`config.mk`:
```
export PLATFORM = sky130hd
export DESIGN_NAME = mem_wb_bridge
export DESIGN_NICKNAME = d
export VERILOG_FILES = /design/src/rtl/mem_wb_bridge.sv
export SDC_FILE = /design/constraint.sdc
export NUM_CORES = 1
export LEC_CHECK = 0
export BUFFER_PORTS_ARGS = -buffer_cell sky130_fd_sc_hd__buf_4
export CAP_MARGIN = 20
export CORE_ASPECT_RATIO = 1.75
export CORE_MARGIN = 1
export CORE_UTILIZATION = 44
export CTS_CLUSTER_DIAMETER = 150
export DETAILED_ROUTE_END_ITERATION = 12
export PLACE_DENSITY = 0.86
export SYNTH_ARGS = -nofsm -noshare
export SYNTH_HDL_FRONTEND = slang
export SYNTH_SLANG_ARGS = --single-unit
export TNS_END_PERCENT = 100
```
`constraint.sdc`:
```
create_clock -name clk -period 2.2 [get_ports clk]
set_input_delay 0.33 -clock clk [delete_from_list [all_inputs] [get_ports clk]]
set_output_delay 0.33 -clock clk [all_outputs]
set_load 0.01 [all_outputs]
```
`src/rtl/mem_wb_bridge.sv`:
```
// Wishbone 32-bit slave bridged onto an 8-bit synchronous byte memory.
// Each word moves as four big-endian byte beats; reads take one extra drain cycle.
module mem_wb_bridge #(
   parameter int unsigned MEM_AW = 14
) (
   input  logic              clk,
   input  logic              rst,
   input  logic              wb_cyc_i,
   input  logic              wb_stb_i,
   input  logic              wb_we_i,
   input  logic [31:0]       wb_adr_i,
   input  logic [3:0]        wb_sel_i,
   input  logic [31:0]       wb_dat_i,
   output logic [31:0]       wb_dat_o,
   output logic              wb_ack_o,
   output logic [MEM_AW-1:0] mem_adr,
   output logic [7:0]        mem_dat_o,
   input  logic [7:0]        mem_dat_i,
   output logic              mem_we,
   output logic              mem_en
);

   typedef enum logic [1:0] {StIdle, StXfer, StDrain, StAck} state_e;

   state_e            state_q, state_d;
   logic [1:0]        k_q, k_d;
   logic [MEM_AW-3:0] word_q, word_d;
   logic              we_q, we_d;
   logic [3:0]        sel_q, sel_d;
   logic [31:0]       wdat_q, wdat_d;
   logic [31:0]       rdat_q, rdat_d;
   logic [31:0]       wshift;
   logic              cap_en;
   logic [1:0]        cap_lane;
   logic              unused_adr;

   assign unused_adr = ^{wb_adr_i[31:MEM_AW], wb_adr_i[1:0]};

   always_ff @(posedge clk or negedge rst) begin
      if (!rst) begin
         state_q <= StIdle;
         k_q     <= 2'd0;
         word_q  <= '0;
         we_q    <= 1'b0;
         sel_q   <= 4'd0;
         wdat_q  <= 32'd0;
         rdat_q  <= 32'd0;
      end else begin
         state_q <= state_d;
         k_q     <= k_d;
         word_q  <= word_d;
         we_q    <= we_d;
         sel_q   <= sel_d;
         wdat_q  <= wdat_d;
         rdat_q  <= rdat_d;
      end
   end

   always_comb begin
      state_d  = state_q;
      k_d      = k_q;
      word_d   = word_q;
      we_d     = we_q;
      sel_d    = sel_q;
      wdat_d   = wdat_q;
      cap_en   = 1'b0;
      cap_lane = k_q - 2'd1;
      unique case (state_q)
         StIdle: begin
            if (wb_cyc_i && wb_stb_i) begin
               word_d  = wb_adr_i[MEM_AW-1:2];
               we_d    = wb_we_i;
               sel_d   = wb_sel_i;
               wdat_d  = wb_dat_i;
               k_d     = 2'd0;
               state_d = StXfer;
            end
         end
         StXfer: begin
            if (!wb_cyc_i) begin
               k_d     = 2'd0;
               state_d = StIdle;
            end else begin
               // Read data lags the address by one beat, so beat k lands byte k-1.
               cap_en = !we_q && (k_q != 2'd0);
               k_d    = k_q + 2'd1;
               if (k_q == 2'd3) begin
                  state_d = we_q ? StAck : StDrain;
               end
            end
         end
         StDrain: begin
            k_d = 2'd0;
            if (!wb_cyc_i) begin
               state_d = StIdle;
            end else begin
               cap_en   = 1'b1;
               cap_lane = 2'd3;
               state_d  = StAck;
            end
         end
         StAck: begin
            k_d     = 2'd0;
            state_d = StIdle;
         end
         default: state_d = StIdle;
      endcase
   end

   always_comb begin
      rdat_d = rdat_q;
      if (cap_en) begin
         unique case (cap_lane)
            2'd0:    rdat_d[31:24] = mem_dat_i;
            2'd1:    rdat_d[23:16] = mem_dat_i;
            2'd2:    rdat_d[15:8]  = mem_dat_i;
            default: rdat_d[7:0]   = mem_dat_i;
         endcase
      end
   end

   assign wshift = wdat_q << {k_q, 3'b000};

   // Enables are gated by wb_cyc_i so an abandoned cycle touches no further bytes.
   always_comb begin
      mem_en    = 1'b0;
      mem_we    = 1'b0;
      mem_adr   = {word_q, k_q};
      mem_dat_o = wshift[31:24];
      unique case (state_q)
         StXfer: begin
            mem_we = we_q;
            mem_en = wb_cyc_i && (we_q ? sel_q[2'd3 - k_q] : 1'b1);
         end
         StDrain: begin
            mem_en  = wb_cyc_i;
            mem_adr = {word_q, 2'd3};
         end
         default: ;
      endcase
   end

   assign wb_ack_o = (state_q == StAck);
   assign wb_dat_o = rdat_q;

endmodule
```
==> key figures, run 1 <==
Floorplanning
  – Initial Utilization: ~46%
  – Core Rows: 43
  – # IOs: roughly 140
  – Core area: between 8000 and 9000 um^2
  – Chip Height: between 100 and 150 um
  – Die area: slightly below 9000 um^2
  – Die X: a little over 70 um

Critical path
  – Type of origin of the critical path: flip-flop
  – Reg2reg start: state_q[0]
  – Worst path required time: ~1.9 ns
  – WP data arrival: between 1.5 and 2 ns
  – CP Launch Point: k_q[0]
  – Kind of critical path: flip-flop to output port
  – Highest net fanout along the worst path: 3
  – Setup crit end kind: output port

Synthesis
  – Unique cell type count in the Yosys netlist: 30
  – Post-Syn Instances: 228
  – Average size of a mapped cell: ~16 um^2
  – Syn nets: 316
  – Yosys warning count: 0
  – Yosys reg bits: 85
  – Sequential area share after synthesis: ~58%
  – Synth Cell Area: 3690 um^2

Detailed routing
  – Total wire length: around 7600 um
  – Via-to-Cell Ratio: ~5.2
  – DRT antenna net count: 0
  – Routed WL per cell: approximately 17 um
  – DRC violations left: 6
  – Vias: between 2,000 and 2,500
  – Drt pass-1 iters: 8
  – Initial DRC Count: 90

Layout
  – Layout Utilization: between 60% and 70%
  – Layout cells sized above 1: about two thirds
  – Commonest non-fill, non-tap cells in the layout: buf_4 (126), dfrtp_1 (85), mux2_2 (73), mux4_2 (9), clkbuf_16 (9)
  – Commonest non-fill, non-tap cell in the layout: buf_4
  – Syn-to-layout area delta: 35.9%
  – Diodes inserted: 0
  – Nets@finish: ~450

Global route
  – GRT Total Usage: a little under a fifth
  – Initial antenna violation count: 0
  – Vias in the first global route: around 2,600
  – Largest net degree at the start of global routing: 50
  – Total gr overflow: 0
  – First-pass GRT wire length: 12,200 um

CTS
  – H-Tree Depth: 3
  – CTS tree: done
  – Worst-path clk slew: ~0.060 ns
  – Clock Path Buffers: 2
  – Clock tree sinks: 85
  – Clock latency on the worst-skew pair: between 0.3 and 0.4 ns
  – CTS Root Cell: clkbuf_16
  – Total CTS buffers: 9

Placement
  – Port bufs: approximately 120
  – DP Wirelength: 5710 um
  – Place WS: between 0.15 and 0.2 ns
  – Gpl congestion: ~0.76

STA
  – Hold Slack: 0.232 ns
  – Final worst setup slack: between 0.1 and 0.15 ns
  – Max Slew Vio Count: 0
  – Fin crit share: between 90% and 100%
  – Worst-Margin Slew: around 0.45 ns
  – Setup_tns: 0 ns
  – Period minus WS final: 2.09 ns
  – Hold Fails Final Rpt: 0
  – Clock Skews: between 0.009 and 0.01 ns
  – Fmax: between 400 and 500 MHz
  – Worst slew margin: a little over two thirds
  – RSZ-0062 raised after global routing: no
  – Setup Viol. Count Final: 0

Power and ir drop
  – Pwr dens: between 1000 and 1500 nW/um^2
  – Pleak: 2.47 nW
  – Peak supply drop: 0.000700 V

Flow run
  – Max Cap Viol: 0

Min path
  – Worst min-delay path class: input port to flip-flop
  – Hold Path Origin: wb_dat_i[1]

Outcome
  – Status: finished with violations
  – Failing checks: DRC
-- logic make-up after synthesis --
kind of cell    synth area share (%)
fa+ha+maj                       2.37
compound gates                  2.20
buf+inv                         2.34
flops                           57.6
simple gates                    4.00
mux                             31.5
-- final timing paths --
path / end / slack (ns) / depth (start not counted)
hold / removal: wdat_q[1] / 0.23 / 2
min in group asynchronous: wdat_q[31] / 0.50 / 2
hold reg to reg: sel_q[1] / 0.50 / 1
setup reg to reg: wb_dat_o[27] / 0.15 / 5
setup / recovery: mem_en / 0.11 / 5
max in group asynchronous: wdat_q[20] / 1.10 / 3
-- cell usage after synthesis, drive strengths merged --
library cell  count  area (um^2)
a21boi            1         7.51
a21o              1         8.76
a21oi             1         5.00
and2              1         6.26
buf              11         67.6
dfrtp            85         2130
ha                7         87.6
inv               5         18.8
mux2             81          942
mux2i             2         20.0
mux4              9          203
nand2             4         15.0
nand2b            1         6.26
nand3             1         5.00
nand4b            1         23.8
nor2              1         3.75
nor2b             1         6.26
nor3              1         5.00
nor3b             3         22.5
nor4              1         21.3
o2111ai           2         30.0
o21bai            2         15.0
o31ai             2         15.0
or2               2         12.5
or3b              1         8.76
or4               1         11.3
-- worst max-delay path: stages (launching register included) --
cell	delay [ns]
dfrtp_1	0.40
buf_12	0.12
mux4_2	0.49
nor3b_1	0.20
nor3_1	0.08
buf_4	0.14
-- metrics by stage --
| stage | cells | cell area [um^2] | power, mW |
|---|---|---|---|
| after floorplan | 228 | 3700 | 4.24 |
| after global placement | 434 | 4720 | 5.30 |
| after detailed placement | 434 | 4720 | 5.44 |
| after CTS | 453 | 5020 | 6.84 |
| after global routing | 453 | 5020 | 7.14 |
| final | 453 | 5020 | 6.74 |
-- where the power goes --
part           switching, mW  internal (mW)
combinational           1.13           1.69
sequential             0.359           2.25
clock                  0.553          0.761
-- sequential cells by signal (all words and copies together) (netlist names) --
| register | count |
|---|---|
| sel_q | 4 |
| k_q | 2 |
| state_q | 2 |
| we_q | 1 |
| word_q | 12 |
| wdat_q | 32 |
| wb_dat_o | 32 |
-- layout make-up --
type                       count  area, um^2
clock buffer                  12         236
clock inverter                 4        25.0
fill                         632        2990
inverter                       5        18.8
multi-input combinational    127        1490
sequential                    85        2130
tap                           90         113
timing repair buffer         130        1020
-- per-layer routing --
layer / wire, um / global-route usage, % / up-vias
met2: 4310 / 34.3 / 76
li1: - / - / 1081
met1: 2790 / 19.6 / 1195
met5: 0 / 0 / -
met3: 320 / 3.50 / 14
met4: 208 / 9.50 / 0
-- timing repair --
item | 4_1_cts | 5_1_grt
hold endpoints to repair | 33 | 0
setup buffers | 2 | 0
hold buffers | 1 | 0
setup endpoints to repair | 1 | 0
gates resized for setup | 3 | 0
Power figures use the tool's default switching activity.
==> run 2, diff against run 1 <==
CORE_MARGIN = not set   (was 1)
PLACE_DENSITY = 0.76   (was 0.86)
==> key figures, run 2 (synthesis results as in run 1) <==
STA
  – RSZ-0062 raised after global routing: no
  – Worst slew margin: between 60% and 70%
  – Worst-Margin Slew: around 0.56 ns
  – Setup Viol. Count Final: 0
  – Fmax: 474 MHz
  – Hold Fails Final Rpt: 0
  – Setup_tns: 0 ns
  – Fin crit share: 95.8%
  – Max Slew Vio Count: 0
  – Period minus WS final: ~2.1 ns
  – Hold Slack: 0.224 ns
  – Clock Skews: around 0.0066 ns

Detailed routing
  – Routed WL per cell: ~18 um
  – DRT antenna net count: 0
  – Drt pass-1 iters: 8
  – Vias: ~2,400
  – DRC violations left: 7
  – Total wire length: roughly 8000 um
  – Initial DRC Count: 90
  – Via-to-Cell Ratio: approximately 5.2

Critical path
  – Reg2reg setup slack: 0.15 ns
  – Reg2reg start: k_q[0]
  – Worst path required time: between 1.5 and 2 ns
  – Highest net fanout along the worst path: 2
  – Kind of critical path: flip-flop to output port
  – Top Family by Delay on Critical Path: multiplexers
  – Worst-path cell chain: buf_12 > mux4_2 > nor3b_1 > nor3_1 > buf_4
  – Slowest CP cell: mux4_2
  – CP max stage delay: just under 0.5 ns
  – CP bufs+invs: 2
  – Type of origin of the critical path: flip-flop
  – Setup crit end kind: output port
  – WP data arrival: roughly 1.8 ns
  – CP Launch Point: k_q[0]

Min path
  – Worst min-delay path class: input port to flip-flop
  – Hold Path Origin: wb_dat_i[3]

CTS
  – Clock tree sinks: 85
  – Clock latency on the worst-skew pair: approximately 0.33 ns
  – H-Tree Depth: 3
  – CTS Root Cell: clkbuf_16
  – CTS tree: done
  – Clock Path Buffers: 2
  – Total CTS buffers: 9
  – Worst-path clk slew: around 0.060 ns

Floorplanning
  – Chip Height: 123 um
  – Core Rows: 43
  – Die area: approximately 8800 um^2
  – Initial Utilization: a little under half
  – # IOs: 138
  – Core area: between 8000 and 9000 um^2
  – Die X: between 70 and 80 um

Placement
  – Gpl congestion: around 0.75
  – Port bufs: approximately 120
  – Post-placement cell area: about 4700 um^2
  – DP Wirelength: between 5000 and 6000 um

Layout
  – Syn-to-layout area delta: 37.7%
  – Diodes inserted: 0
  – Cell area after layout: 5090 um^2
  – Commonest non-fill, non-tap cell in the layout: buf_4
  – Commonest non-fill, non-tap cells in the layout: buf_4 (124), dfrtp_1 (85), mux2_2 (73), mux4_2 (9), clkbuf_16 (9)
  – Layout cells sized above 1: about two thirds
  – Nets@finish: 444

Global route
  – Largest net degree at the start of global routing: 50
  – GRT Total Usage: about a fifth
  – Initial antenna violation count: 0
  – Vias in the first global route: ~2,600
  – Total gr overflow: 0
  – First-pass GRT wire length: between 10,000 and 15,000 um

Outcome
  – Failing checks: DRC
  – Status: finished with violations

Power and ir drop
  – Pwr dens: between 1000 and 1500 nW/um^2
  – Peak supply drop: ~0.00066 V
  – Pleak: 2.50 nW

Flow run
  – Max Cap Viol: 0
run 2: changes by cell type in the layout (fill, tap and decap cells not counted):
| cell | before | now |
|---|---|---|
| buf_4 | 126 | 124 |
| clkinv_2 | 2 | 1 |
| clkinvlp_4 | 2 | 1 |
| clkinv_4 | 0 | 1 |
| bufinv_16 | 0 | 3 |
| clkbuf_1 | 3 | 1 |
run 2: path summary, 6_finish.rpt:
check	endpoint	cells after the start
worst max-delay path	mem_en	5
worst min-delay path	wdat_q[3]	2
worst max register to register	wb_dat_o[24]	6
worst min register to register	wdat_q[26]	1
max in group asynchronous	wdat_q[19]	3
min in group asynchronous	wdat_q[22]	2
run 2: stage by stage:
stage          setup slack [ns]  utilization, %  power [mW]  instances
2_1_floorplan           0.00186               -        4.24        228
3_3_place_gp              0.188            58.7        5.32        432
3_5_place_dp              0.142            58.7        5.45        432
4_1_cts                  0.0798            63.4        7.23        451
5_1_grt                  0.0116            63.4        7.52        451
6_report                 0.0913            63.4        7.14        451
run 2: cell type report:
| cell class | instances | area [um^2] |
|---|---|---|
| timing repair buffer | 128 | 1000 |
| multi-input combinational | 127 | 1490 |
| sequential | 85 | 2130 |
| inverter | 5 | 18.8 |
| clock inverter | 6 | 111 |
| clock buffer | 10 | 229 |
| tap | 90 | 113 |
| fill | 608 | 2930 |
run 2: where the power goes:
| part | total, mW | leakage, nW | switching [mW] | internal [mW] |
|---|---|---|---|---|
| logic | 2.82 | 1.28 | 1.14 | 1.69 |
| registers | 2.61 | 1.06 | 0.362 | 2.25 |
| clock network | 1.71 | 0.163 | 0.602 | 1.11 |
| total | 7.14 | 2.50 | 2.10 | 5.04 |
run 2: timing repair:
action	CTS	global route
setup endpoints to repair	1	0
hold buffers	1	0
buffers inserted	2	0
resized for setup	3	0
endpoints found under the hold margin	36	0
run 2: metal layers:
layer / vias up / wire length (um) / track usage, %
met4: 0 / 253 / 11.6
met5: - / 0 / 0
met2: 76 / 4490 / 35.8
met1: 1194 / 2870 / 20.7
li1: 1079 / - / -
met3: 15 / 318 / 2.69
run 2: worst register-to-register path, stage by stage (launching register included):
cell and delay (ns):
dfrtp_1 0.39, buf_12 0.11, buf_4 0.21, buf_4 0.19, nand4b_4 0.12, or4_4 0.56
mux2_4 0.34
